===== config.mk =====
export PLATFORM = sky130hd
export DESIGN_NAME = run_controller
export DESIGN_NICKNAME = d
export VERILOG_FILES = /design/src/rtl/run_controller_pkg.sv /design/src/rtl/sat_counter.sv /design/src/rtl/run_controller.sv
export SDC_FILE = /design/constraint.sdc
export NUM_CORES = 1
export LEC_CHECK = 0
export CORE_ASPECT_RATIO = 1.5
export CORE_MARGIN = 4
export CORE_UTILIZATION = 60
export DETAILED_ROUTE_END_ITERATION = 7
export DONT_BUFFER_PORTS = 1
export GPL_TIMING_DRIVEN = 0
export PLACE_DENSITY = 0.81
export REMOVE_ABC_BUFFERS = 1
export SLEW_MARGIN = 20
export SYNTH_ARGS = -nofsm -noshare
export SYNTH_HDL_FRONTEND = slang
export SYNTH_HIERARCHICAL = 1
export SYNTH_SLANG_ARGS = --single-unit

===== constraint.sdc =====
create_clock -name clock -period 2.7 [get_ports clock]
set_input_delay 0.27 -clock clock [delete_from_list [all_inputs] [get_ports clock]]
set_output_delay 0.27 -clock clock [all_outputs]
set_load 0.03 [all_outputs]

===== src/rtl/run_controller_pkg.sv =====
// Shared types and constants for the run sequencer.
package run_controller_pkg;

  // Sequencer states, also exported on the debug port.
  typedef enum logic [2:0] {
    RC_IDLE,
    RC_LOAD,
    RC_RUN,
    RC_DONE,
    RC_FAULT
  } rc_state_t;

  // Final PC of each program, indexed by prog_sel.
  localparam logic [9:0] DONE_ADDR [4] = '{10'd431, 10'd596, 10'd3, 10'd35};

  // Look up the done address for a latched program select.
  function automatic logic [9:0] done_addr(input logic [1:0] sel);
    return DONE_ADDR[sel];
  endfunction

endpackage


===== src/rtl/sat_counter.sv =====
// Up-counter that sticks at all-ones; clear has priority over enable.
module sat_counter #(
  parameter int W = 16
) (
  input  logic         clk_i,
  input  logic         rst_i,
  input  logic         clear_i,
  input  logic         en_i,
  output logic [W-1:0] count_o
);

  logic [W-1:0] count_q;
  logic [W-1:0] count_d;

  // Next count: clear wins, otherwise increment unless saturated.
  always_comb begin
    count_d = count_q;
    if (clear_i) begin
      count_d = '0;
    end else if (en_i && (count_q != {W{1'b1}})) begin
      count_d = count_q + 1'b1;
    end
  end

  // Count register.
  always_ff @(posedge clk_i or posedge rst_i) begin
    if (rst_i) begin
      count_q <= '0;
    end else begin
      count_q <= count_d;
    end
  end

  assign count_o = count_q;

endmodule


===== src/rtl/run_controller.sv =====
// Run sequencer: turns the req level into a PC start window and a core run
// enable, then ends the run on the program's done PC or on budget overrun.
//
// Handshake: req is a level held for the whole run. ack rises when the run
// ends (done or fault) and stays high until req is seen low; ack/fault then
// drop on the following cycle. Dropping req before ack aborts the run with
// no ack. A new run starts only on a fresh rising edge of req.
module run_controller
  import run_controller_pkg::*;
#(
  parameter int PC_BITS      = 10,
  parameter int CNT_BITS     = 16,
  parameter int START_CYCLES = 2,
  parameter int MAX_CYCLES   = 60000
) (
  input  logic                clock,
  input  logic                reset,
  input  logic                req,
  input  logic [1:0]          prog_sel,
  input  logic [PC_BITS-1:0]  pc,
  output logic                start,
  output logic                run_en,
  output logic                busy,
  output logic                ack,
  output logic                fault,
  output logic [CNT_BITS-1:0] cycle_count,
  output rc_state_t           state_dbg
);

  localparam int LD_BITS = (START_CYCLES > 1) ? $clog2(START_CYCLES) : 1;
  localparam logic [LD_BITS-1:0] LD_LAST = LD_BITS'(START_CYCLES - 1);
  // The counter increments on the same edge the budget is checked, so the
  // check fires one count early and the run ends showing MAX_CYCLES-1.
  localparam logic [CNT_BITS-1:0] BUDGET_LAST = CNT_BITS'(MAX_CYCLES - 2);

  rc_state_t          state_q, state_d;
  logic               req_q;
  logic [1:0]         sel_q, sel_d;
  logic [LD_BITS-1:0] ld_cnt_q, ld_cnt_d;

  logic               rise;
  logic               done_hit;
  logic               budget_hit;
  logic               cnt_clear;
  logic               cnt_en;
  logic [PC_BITS-1:0] done_pc;

  assign rise       = req & ~req_q;
  assign done_pc    = PC_BITS'(done_addr(sel_q));
  assign done_hit   = (pc == done_pc);
  assign budget_hit = (cycle_count == BUDGET_LAST);

  // State, request history, program select and load counter registers.
  always_ff @(posedge clock or posedge reset) begin
    if (reset) begin
      state_q  <= RC_IDLE;
      req_q    <= 1'b0;
      sel_q    <= 2'd0;
      ld_cnt_q <= '0;
    end else begin
      state_q  <= state_d;
      req_q    <= req;
      sel_q    <= sel_d;
      ld_cnt_q <= ld_cnt_d;
    end
  end

  // Next-state logic and state-decoded outputs.
  always_comb begin
    state_d   = state_q;
    sel_d     = sel_q;
    ld_cnt_d  = ld_cnt_q;
    cnt_clear = 1'b0;
    cnt_en    = 1'b0;
    start     = 1'b0;
    run_en    = 1'b0;
    busy      = 1'b0;
    ack       = 1'b0;
    fault     = 1'b0;
    case (state_q)
      RC_IDLE: begin
        if (rise) begin
          state_d   = RC_LOAD;
          sel_d     = prog_sel;
          ld_cnt_d  = '0;
          cnt_clear = 1'b1;
        end
      end
      RC_LOAD: begin
        start = 1'b1;
        busy  = 1'b1;
        if (!req) begin
          state_d = RC_IDLE;
        end else if (ld_cnt_q == LD_LAST) begin
          state_d = RC_RUN;
        end else begin
          ld_cnt_d = ld_cnt_q + 1'b1;
        end
      end
      RC_RUN: begin
        run_en = 1'b1;
        busy   = 1'b1;
        cnt_en = 1'b1;
        // Abort first, then done beats budget when both land together.
        if (!req) begin
          state_d = RC_IDLE;
        end else if (done_hit) begin
          state_d = RC_DONE;
        end else if (budget_hit) begin
          state_d = RC_FAULT;
        end
      end
      RC_DONE: begin
        ack = 1'b1;
        if (!req) state_d = RC_IDLE;
      end
      RC_FAULT: begin
        ack   = 1'b1;
        fault = 1'b1;
        if (!req) state_d = RC_IDLE;
      end
      default: begin
        state_d = RC_IDLE;
      end
    endcase
  end

  sat_counter #(
    .W(CNT_BITS)
  ) u_cycle_cnt (
    .clk_i   (clock),
    .rst_i   (reset),
    .clear_i (cnt_clear),
    .en_i    (cnt_en),
    .count_o (cycle_count)
  );

  assign state_dbg = state_q;

endmodule

Word level (Yosys, flattened, before mapping):

Index checks and enable logic that the tools add are counted.

* register bits: 23
* word-level logic and storage cells: 56
* output and inout bits: 24

* $add $sub $neg: 2
* reductions and logical operators: 9
* muxes and demuxes: 24
* magnitude comparators: 1
* bitwise logic cells: 3
* equality and inequality tests: 12

Operators by type and width (count)
* 16-bit 2-to-1 mux: 2
* 3-bit 2-to-1 mux: 7
* 10-bit binary-select mux with 2-bit select: 1
* 10-bit 2-to-1 mux: 2
* 16-bit by 1-bit adder with 16-bit output, second input constant: 1
* 16-bit == test, second input constant: 1
* 16-bit inequality test, second input constant: 1
* 3-bit one-hot mux with 4 select lines: 1
* 10-bit == test: 1
* 1-bit 2-to-1 mux: 10
* 3-bit by 2-bit == test with 1-bit output, second input constant: 2
* 2-bit inequality test, second input constant: 3
* 4-bit inequality test, second input constant: 1
* 4-bit AND reduction: 1
* 2-bit nonzero test: 2
* 2-bit OR reduction: 2
* 3-bit by 1-bit == test with 1-bit output, second input constant: 1
* 3-bit == test, second input constant: 1
* 3-bit greater-or-equal comparator, second input constant: 1
* 3-bit logical NOT: 1
* 3-bit inequality test, second input constant: 1
* 2-bit NOT with 3-bit output: 1
* 3-bit AND reduction: 1
* 1-bit one-hot mux with 2 select lines: 1
* 5 further kinds: 5

Depth between registers and ports, before layout:

Gate-level depths: netlist of the first run.

* depth after elaboration: 8
* mapped depth: 6
* depth with buffers taken out: 6

By module:

The synthesis of the first run kept the hierarchy.

Modules (own cells, without submodules)
* sat_counter: cells an instance 101, sequential area each 400.4 um2, instances 1, area an instance 932.1 um2
* run_controller: cells an instance 68, sequential area each 175.2 um2, instances 1, area an instance 613.1 um2

Least setup slack after synthesis of the first run:

Ideal clock, no wire load.

* path kind: register to register
* start: register state_q[1] (netlist: state_dbg[1])
* end: register u_cycle_cnt.count_q[13] (netlist: u_cycle_cnt/count_o[13])
* library setup time: 0.078 ns
* path buffers: 1
* arrival time: 2.986 ns
* data required time: 2.622 ns
* cell stages (with the launch flop): 7
* period minus slack after synthesis: 3.064 ns
* path slack: -0.364 ns
* cell sequence: dfrtp_1 nor3b_1 clkbuf_2 nand3_1 or4_4 or4_1 a21oi_1

* word-level cells in the longest chain between the ends: 4

Ends and longest elaborated chain
* start, declared: line run_controller.sv:36 `rc_state_t state_q, state_d;`
* start signal, assigned: line run_controller.sv:61 `state_q <= state_d;`
* 3-bit by 2-bit == test with 1-bit output
* 1-bit 2-to-1 mux
* named net run_en: line run_controller.sv:22 `output logic run_en,`
* 1-bit logical AND: line sat_counter.sv:20 `end else if (en_i && (count_q != {W{1'b1}})) begin`
* 2-bit nonzero test (no source line)
* end signal, assigned: line sat_counter.sv:30 `count_q <= count_d;`
* end, declared: line sat_counter.sv:12 `logic [W-1:0] count_q;`

The timed path passes the listed nets, and every way through them passes these cells.
A chain may end at the register's enable or synchronous reset.

Worst setup path after layout of the first run:

Same ends and word-level chain as after synthesis.

==> results of run 1 <==
cell type report:
class / count / area share [%]
inverters: 9 / 2.07
repair buffers: 5 / 2.60
flip-flops and latches: 23 / 35.5
clock buffers: 4 / 1.61
multi-input cells: 133 / 56.4
well taps: 24 / 1.84
flip-flops by register name, summed over array words and instances, names as in the netlist:
signal	flops
u_cycle_cnt/count_o	16
state_dbg	3
sel_q	2
ld_cnt_q	1
req_q	1
worst paths after layout:
| check | startpoint | endpoint | cells past startpoint |
|---|---|---|---|
| min in group asynchronous | reset | sel_q[0] | 2 |
| max in group asynchronous | reset | u_cycle_cnt/count_o[9] | 2 |
| setup reg to reg | state_dbg[1] | u_cycle_cnt/count_o[13] | 6 |
| setup / recovery | state_dbg[1] | u_cycle_cnt/count_o[13] | 6 |
| hold reg to reg | ld_cnt_q | ld_cnt_q | 1 |
| hold / removal | prog_sel[0] | sel_q[0] | 1 |
critical path, stage by stage, from the launching register on:
cell and delay [ps]:
dfrtp_2 550, nor3b_4 350, buf_4 240, nand3_1 210, or4_4 520, or4_1 410, a21oi_1 160
logic make-up (layout without fill, tap and decap cells):
logic type	after synthesis	count (layout)	share of synthesized area, %
AOI/OAI and AO/OA	39	39	17.2
adders and majority gates	3	3	2.43
muxes	5	5	3.56
and+or+nand+nor	84	84	34.6
buffers and inverters	13	18	3.81
xor gates and xnor gates	2	2	1.13
DFF	23	23	37.2
stage by stage:
step	power [W]	instance area, µm²
floorplan	0.000974	1520
CTS	0.00126	1620
global placement	0.00105	1550
global route	0.00139	1630
detailed placement	0.00109	1560
finish	0.00128	1630
power by group through the flow:
| stage | combinational (W) | sequential [W] | clock, W |
|---|---|---|---|
| floorplan | 0.000409 | 0.000565 | 0 |
| global placement | 0.000461 | 0.000587 | 0 |
| detailed placement | 0.000497 | 0.000594 | 0 |
| CTS | 0.000508 | 0.000591 | 0.000165 |
| global route | 0.000598 | 0.000609 | 0.000184 |
| finish | 0.000529 | 0.000592 | 0.000159 |
timing repair:
item	in CTS	in global routing
hold endpoints to repair	24	0
gates resized for setup	2	2
hold buffers	2	0
pin swaps	0	1
endpoints found under the setup margin	3	3
buffers inserted	0	2
synth_stat cells (2+ instances only):
library cell and count:
a211oi_1 2, a21oi_1 15, and4_1 2, and4b_1 2
dfrtp_1 23, ha_1 3, inv_1 9, mux2_2 3
nand2_1 8, nand2b_1 5, nand3_1 8, nand4_1 6
nor2_1 9, nor2b_1 4, nor3_1 9, nor3b_1 2
nor4_1 3, nor4bb_1 2, o21ai_0 6, o31ai_1 5
o41ai_1 2, or2_1 2, or3_1 7, or4_1 6
or4_4 2, xnor2_1 2
metal layers:
metal  wire, µm  track usage, %
met5          0               0
met3        258            4.90
met4        110            10.2
met2       2000            42.4
met1       1330            25.7
==> metrics.md, run 1 <==
| Metric | Value |
|---|---|
| Required time of the critical path | `2940 ps` |
| Most common cell after layout, fill and taps aside | `dfrtp_1` |
| Core Util, Final | `between 60% and 70%` |
| Clock Root Buffer | `clkbuf_4` |
| Hold crit path type | `input port to register` |
| Number of antenna violations at the first check in global routing | `0` |
| Final worst slack | `197 ps` |
| Most frequent cells in the layout | `dfrtp_1, a21oi_1, inv_1, nor3_1, nor2_1` |
| Distinct cell type count of the synthesized netlist | `between 40 and 50` |
| First-pass GRT wire length | `~6500 µm` |
| Unrepaired setup endpoints after global routing | `no` |
| Multi-input logic area | `between 900 and 1000 µm²` |
| Synth-to-layout area growth | `5.75%` |
| Register area share after synthesis | `between 30% and 40%` |
| Final setup violation count | `0` |
| Clk sinks | `23` |
| Area leader, netlist | `dfrtp_1` |
| Tot GR Track Use | `23.4%` |
| Clock share of power | `12.4%` |
| Critical Path End Type | `register` |
| H-tree levels | `1` |
| EDFF count, synth | `0` |
| Ratio of cells with drive above 1 in the final layout | `12.1%` |
| Max clock buf depth | `2` |
| Largest net degree at the start of global routing | `20` |
| FF+latch area | `579 µm²` |
| Crit path time final | `2500 ps` |
| Vias post-DR | `1420` |
| Drt total wl | `between 3000 and 4000 µm` |
| Placed cells | `190` |
| Fin. Hold Viols | `0` |
| Post-Layout Cell Count | `198` |
| Gr ovfl total | `0` |
| Fill count | `216` |
| Initial Utilization | `63.1%` |
| Post-synthesis cell count | `169` |
| Cell Area, Synth | `around 1500 µm²` |
| Comb pwr share | `between 40% and 50%` |
| Max Fanout on Critical Path | `9` |
| Initial drt markers | `46` |
| Die H | `70.2 µm` |
| PD cells | `783 nW/µm²` |
| Worst Tran Pin Value | `668 ps` |
| Fin crit share | `92.7%` |
| Num CTS Buffers | `3` |
| Worst slack at placement | `-165 ps` |
| DR pass1 iterations | `4` |
| Max-Cap Viols | `0` |
| Yosys warnings | `6` |
| Top Ports | `39` |
| Top post-synthesis cells by area | `dfrtp_1, a21oi_1, nor3_1` |
| Status | `finished, final reports clean` |
| Port Buffers | `0` |
| Post-route DRC | `0` |
| Number of synthesized register bits | `23` |
| Pins Over Slew Limit | `0` |
| Fin nets | `193` |
| Synth top area share | `37.2%` |
| LEAKAGE | `0.611 nW` |
| Most used DFF post-synth | `dfrtp_1` |
| Sequential power share | `46.3%` |
| Fin Hold WS | `roughly 86 ps` |
| Detailed Place HPWL | `2750 µm` |
| R2R Setup Slk | `200 ps` |
| CTS tree | `yes` |
| Power Internal | `0.000683 W` |
| NetSw | `0.000597 W` |
| Worst path arrival time | `2740 ps` |
| WL per Instance | `18.7 µm` |
| Net Sw Frac | `46.7%` |
| Reg clk slew, reported paths | `120 ps` |
| Via density | `7.17` |
| Mean post-synth cell area | `9.14 µm²` |
| Remaining antenna violation count | `0` |
| Core box area | `2450 µm²` |
| Peak supply drop | `484 µV` |
| Critical Path Start Type | `register` |
| Async S/R FF share, synth | `between 90% and 100%` |
| Die area | `3470 µm²` |
| Slew headroom | `55.1%` |
| RePlAce Congestion | `between 0.8 and 0.9` |
| # rows | `22` |
| Skew-Pair Late Insertion Delay | `310 ps` |
| Achievable Freq | `about 400 MHz` |
| Die Wd | `49.4 µm` |
| TNS Setup | `0 ps` |
| # diodes | `0` |
| Worst Skew | `1.29 ps` |
| Vias in the first global route | `1396` |
| Critical path class | `register to register` |
No activity file was read; power rests on OpenSTA's default activity.
==> inputs of run 2 (changes only) <==
--- a/config.mk
+++ b/config.mk
@@ -5,6 +5,7 @@
 export SDC_FILE = /design/constraint.sdc
 export NUM_CORES = 1
 export LEC_CHECK = 0
+export ABC_AREA = 1
 export CORE_ASPECT_RATIO = 1.5
 export CORE_MARGIN = 4
 export CORE_UTILIZATION = 60
==> metrics.md, run 2 <==
| Metric | Value |
|---|---|
| Worst Skew | `2.32 ps` |
| Max Fanout on Critical Path | `14` |
| # diodes | `0` |
| Max-Cap Viols | `0` |
| WL per Instance | `12.5 µm` |
| # rows | `23` |
| Most frequent cells in the layout | `nand2_1, inv_1, dfrtp_1` |
| Startpoint of the worst hold path | `req` |
| Port Buffers | `0` |
| WP buf/inv | `2` |
| Worst path cell trace | `nand3_1 -> inv_1 -> inv_1 -> nor2_2 -> nor2_4 -> nand2_1 -> nand2_1` |
| Top Layer Used | `met4` |
| Critical Path End Type | `register` |
| Vias in the first global route | `between 1000 and 1500` |
| Fill count | `~280` |
| Most used DFF post-synth | `dfrtp_1` |
| WL met1 | `about 1400 µm` |
| Required time of the critical path | `2850 ps` |
| WL met2 | `2000 µm` |
| Hold crit path type | `input port to register` |
| Remaining antenna violation count | `0` |
| Post-route DRC | `0` |
| Num CTS Buffers | `3` |
| Register area share after synthesis | `33.7%` |
| Async S/R FF share, synth | `100%` |
| Area leader, netlist | `dfrtp_1` |
| Fin crit share | `a little over four fifths` |
| WL met3 | `between 200 and 300 µm` |
| Initial Utilization | `a little over three fifths` |
| Yosys warnings | `6` |
| Fin. Hold Viols | `0` |
| Drt total wl | `3730 µm` |
| First-pass GRT wire length | `6490 µm` |
| Count leader, synth | `nand2_1` |
| Commonest cells post-synth | `nand2_1, inv_1, dfrtp_1` |
| Tot Pwr | `around 0.0013 W` |
| Fin Hold WS | `30.9 ps` |
| Achievable Freq | `around 440 MHz` |
| Via density | `about 5.2` |
| Peak supply drop | `500 µV` |
| Cell Area, Synth | `1710 µm²` |
| Reg clk slew, reported paths | `about 80 ps` |
| RePlAce Congestion | `0.842` |
| Post-synthesis cell count | `between 200 and 300` |
| Worst path arrival time | `about 2400 ps` |
| Critical Path Start Type | `register` |
| DR pass1 iterations | `4` |
| Number of antenna violations at the first check in global routing | `0` |
| Vias post-DR | `1548` |
| Clk sinks | `23` |
| Die Wd | `51.6 µm` |
| CP max stage delay | `630 ps` |
| CTS tree | `yes` |
| Crit path time final | `2290 ps` |
| EDFF count, synth | `0` |
| TNS Setup | `0 ps` |
| Largest net degree at the start of global routing | `17` |
| Slew headroom | `a little under three fifths` |
| H-tree levels | `1` |
| Mean post-synth cell area | `approximately 6.6 µm²` |
| Unrepaired setup endpoints after global routing | `no` |
| Post-CTS resize count | `0` |
| Worst Tran Pin Value | `643 ps` |
| Die area | `approximately 3800 µm²` |
| Clock Root Buffer | `clkbuf_8` |
| Critical path class | `register to register` |
| Max clock buf depth | `2` |
| Fin nets | `281` |
| Slowest-stage cell, CP | `dfrtp_1` |
| Max reg flops | `16` |
| Ratio of cells with drive above 1 in the final layout | `8.78%` |
| CP Launch Point | `state_dbg[1]` |
| Synth-to-layout area growth | `4.76%` |
| Most common cell after layout, fill and taps aside | `nand2_1` |
| Synth top area share | `33.7%` |
| Gr ovfl total | `0` |
| Detailed Place HPWL | `2850 µm` |
| Pins Over Slew Limit | `0` |
| Core box area | `2710 µm²` |
| Distinct cell type count of the synthesized netlist | `30` |
| Die H | `about 73 µm` |
| Status | `finished, final reports clean` |
| Top Ports | `39` |
| LEAKAGE | `0.948 nW` |
| Core Util, Final | `~66%` |
| CP delay by family, top | `simple AND/OR/NAND/NOR gates` |
| Tot GR Track Use | `a little under a quarter` |
| Skew-Pair Late Insertion Delay | `260 ps` |
| Final setup violation count | `0` |
| Top post-synthesis cells by area | `dfrtp_1, nand2_1, inv_1` |
| PD cells | `718 nW/µm²` |
| Number of synthesized register bits | `23` |
| Reg-to-reg startpoint | `state_dbg[1]` |
| Initial drt markers | `71` |
## run 2: cell count changes after synthesis, moves of 6 or more
cell,before,now
a21oi_1,15,2
inv_1,9,36
nand2_1,8,100
nand3_1,8,18
nand4_1,6,15
nor2_1,9,21
nor3_1,9,2
or3_1,7,0
or4_1,6,0
## run 2: power by group
part / internal (W) / leakage, nW / switching (W)
clock network: 0.000105 / 0.0228 / 0.000106
registers: 0.000403 / 0.309 / 0.000155
logic: 0.000157 / 0.617 / 0.000360
total: 0.000665 / 0.948 / 0.000621
## run 2: cell type report
type	instances	area [µm²]	share of cell area [%]
repair buffers	1	10.0	0.559
clock buffers	4	45.0	2.51
multi-input cells	194	965	53.8
flip-flops and latches	23	576	32.1
well taps	37	46.3	2.58
inverters	40	150	8.38
## run 2: kinds of logic after synthesis
family,after synthesis,synth area share [%]
and+or+nand+nor,175,48.3
buffers and inverters,43,9.95
DFF,23,33.7
AOI/OAI and AO/OA,12,3.88
xor gates and xnor gates,4,2.05
adders and majority gates,3,2.19
## run 2: path summary, 6_finish.rpt
| check | endpoint | slack (ps) | cells past startpoint |
|---|---|---|---|
| worst max-delay path | u_cycle_cnt/count_o[10] | 410 | 7 |
| worst min-delay path | req_q | 30 | 0 |
| worst max register to register | u_cycle_cnt/count_o[10] | 410 | 7 |
| worst min register to register | ld_cnt_q | 510 | 2 |
| max in group asynchronous | u_cycle_cnt/count_o[12] | 1760 | 2 |
| min in group asynchronous | req_q | 410 | 2 |
## run 2: layer usage
| layer | vias up | track usage (%) |
|---|---|---|
| li1 | 816 | - |
| met1 | 685 | 24.3 |
| met2 | 45 | 42.5 |
| met3 | 2 | 4.87 |
| met4 | 0 | 7.29 |
| met5 | - | 0 |
## run 2: repair_timing
item                      CTS  global route
setup buffers               0             0
hold endpoints to repair   23             0
hold buffers                1             0
## run 2: per-stage QoR
stage	instance area (µm²)	setup slack, ps	cells
floorplan	1690	820	257
global placement	1740	449	294
detailed placement	1740	412	294
CTS	1790	394	299
global route	1790	200	299
finish	1790	410	299
==> inputs of run 3 (changes only) <==
--- a/config.mk
+++ b/config.mk
@@ -8,11 +8,11 @@
 export ABC_AREA = 1
 export CORE_ASPECT_RATIO = 1.5
 export CORE_MARGIN = 4
-export CORE_UTILIZATION = 60
+export CORE_UTILIZATION = 57
 export DETAILED_ROUTE_END_ITERATION = 7
 export DONT_BUFFER_PORTS = 1
 export GPL_TIMING_DRIVEN = 0
-export PLACE_DENSITY = 0.81
+export PLACE_DENSITY = 0.8
 export REMOVE_ABC_BUFFERS = 1
 export SLEW_MARGIN = 20
 export SYNTH_ARGS = -nofsm -noshare
==> constraint.sdc (replaced) <==
create_clock -name clock -period 1.85 [get_ports clock]
set_input_delay 0.185 -clock clock [delete_from_list [all_inputs] [get_ports clock]]
set_output_delay 0.185 -clock clock [all_outputs]
set_load 0.03 [all_outputs]
==> metrics.md, run 3 (synthesis gave the netlist of run 2 again) <==
| Metric | Value |
|---|---|
| Status | `finished, final reports clean` |
| Clock share of power | `15.7%` |
| RePlAce Congestion | `0.873` |
| Skew-Pair Late Insertion Delay | `270 ps` |
| Worst slack at placement | `-417 ps` |
| Drt total wl | `slightly above 4000 µm` |
| Slew headroom | `between 50 and 60%` |
| Initial drt markers | `53` |
| Comb pwr share | `a little over two fifths` |
| Pins Over Slew Limit | `0` |
| Worst Tran Pin Value | `642 ps` |
| Remaining antenna violation count | `0` |
| Critical Path Start Type | `register` |
| Worst R2R End | `u_cycle_cnt/count_o[2]` |
| Worst Skew | `approximately 3.4 ps` |
| Placed cells | `roughly 300` |
| Fin crit share | `96.1%` |
| Worst path cell trace | `nor3_4 -> or2_1` |
| NetSw | `0.000986 W` |
| Number of antenna violations at the first check in global routing | `0` |
| Post-Layout Cell Count | `310` |
| Largest net degree at the start of global routing | `17` |
| Peak supply drop | `around 810 µV` |
| Port Buffers | `0` |
| Worst Reg-to-Reg Cells | `9` |
| Reg clk slew, reported paths | `approximately 80 ps` |
| Net Sw Frac | `about 48%` |
| Slowest-stage cell, CP | `dfrtp_2` |
| Die H | `~75 µm` |
| First-pass GRT wire length | `around 6200 µm` |
| Reg-to-reg startpoint | `u_cycle_cnt/count_o[12]` |
| Required time of the critical path | `1660 ps` |
| Worst Hold End | `sel_q[1]` |
| Clk sinks | `23` |
| LEAKAGE | `0.970 nW` |
| Fin. Hold Viols | `0` |
| H-tree levels | `1` |
| Via density | `5.28` |
| Critical path class | `register to output pin` |
| Clock Root Buffer | `clkbuf_8` |
| WL per Instance | `13.0 µm` |
| Fill count | `260` |
| Core box area | `roughly 2900 µm²` |
| Startpoint of the worst hold path | `prog_sel[1]` |
| Hold crit path type | `input port to register` |
| Vias post-DR | `1637` |
| Gr ovfl total | `0` |
| DR pass1 iterations | `4` |
| Max reg flops | `16` |
| Crit path time final | `1780 ps` |
| Num CTS Buffers | `3` |
| Max-Cap Viols | `0` |
| Critical Path End Type | `output pin` |
| Final setup violation count | `0` |
| Ratio of cells with drive above 1 in the final layout | `19.6%` |
| Fin nets | `between 200 and 300` |
| CTS tree | `yes` |
| Final worst slack | `between 70 and 80 ps` |
| Post-route DRC | `0` |
| # rows | `24` |
| Die area | `3960 µm²` |
| Max Fanout on Critical Path | `7` |
| Sequential power share | `41.0%` |
| # diodes | `0` |
| Initial Utilization | `59.3%` |
| Hold Path Depth | `2` |
| Tot GR Track Use | `a little over a fifth` |
| Most common cell after layout, fill and taps aside | `nand2_1` |
| Synth-to-layout area growth | `13.8%` |
| R2R Setup Slk | `110 ps` |
| Most frequent cells in the layout | `nand2_1, inv_1, nor2_1` |
| Top Ports | `39` |
| Vias in the first global route | `1467` |
| Worst path arrival time | `1590 ps` |
| PD cells | `1060 nW/µm²` |
| Achievable Freq | `563 MHz` |
| Die Wd | `52.7 µm` |
| CP max stage delay | `~530 ps` |
| Power Internal | `0.00107 W` |
| Detailed Place HPWL | `2820 µm` |
| Max clock buf depth | `2` |
==> run 3: power by group through the flow <==
stage | Clock, W | Sequential [W] | Combinational [W]
finish | 0.000323 | 0.000845 | 0.000892
global route | 0.000347 | 0.000864 | 0.000997
CTS | 0.000327 | 0.000829 | 0.000872
detailed placement | 0 | 0.000823 | 0.000760
global placement | 0 | 0.000822 | 0.000748
floorplan | 0 | 0.000798 | 0.000641
==> run 3: how the worst max path moves through the flow <==
stage                             from                 endpoint  slack [ps]  cells past startpoint
after detailed placement  state_dbg[1]  u_cycle_cnt/count_o[11]        -420                      7
after CTS                 state_dbg[0]  u_cycle_cnt/count_o[14]          20                     10
final                     state_dbg[1]                     busy          70                      2
after global routing      state_dbg[2]  u_cycle_cnt/count_o[14]          -5                     10
after global placement    state_dbg[1]  u_cycle_cnt/count_o[11]        -420                      7
after floorplan           state_dbg[1]  u_cycle_cnt/count_o[13]         -30                      7
==> run 3: timing repair <==
action                     CTS  global route
buffers inserted             6             2
hold endpoints to repair    24             0
resized for setup           12            16
pin swaps                    3             1
hold buffers                 2             0
setup endpoints to repair   20            15
==> run 3: layout make-up <==
cell class / count / area [µm²] / area share, %
timing repair buffer: 10 / 92.6 / 4.76
tap: 39 / 48.8 / 2.51
inverter: 40 / 159 / 8.17
clock buffer: 4 / 45.0 / 2.32
multi-input combinational: 194 / 1010 / 51.7
sequential: 23 / 594 / 30.5
==> run 3: per-layer routing <==
metal,routed length (µm),global-route usage (%),up-vias
met2,2110,38.4,54
met5,0,0,-
li1,-,-,833
met1,1540,22.3,739
met3,253,3.76,11
met4,124,13.1,0
==> run 3: worst max-delay path: cells and delay by family (launching register included) <==
family	cells	cell delay [ps]
DFF	1	530
and+or+nand+nor	2	790
==> run 3: metrics by stage <==
step           total power [W]  TNS [ps]  hold WS (ps)  util, %  instance area [µm²]
2_1_floorplan          0.00144      -385         -11.6        -                 1690
3_3_place_gp           0.00157     -6080          21.6     60.3                 1740
3_5_place_dp           0.00158     -6080          22.0     60.3                 1740
4_1_cts                0.00203         0          38.4     65.6                 1890
5_1_grt                0.00221     -4.66          46.8     67.5                 1950
6_report               0.00206         0          39.4     67.5                 1950
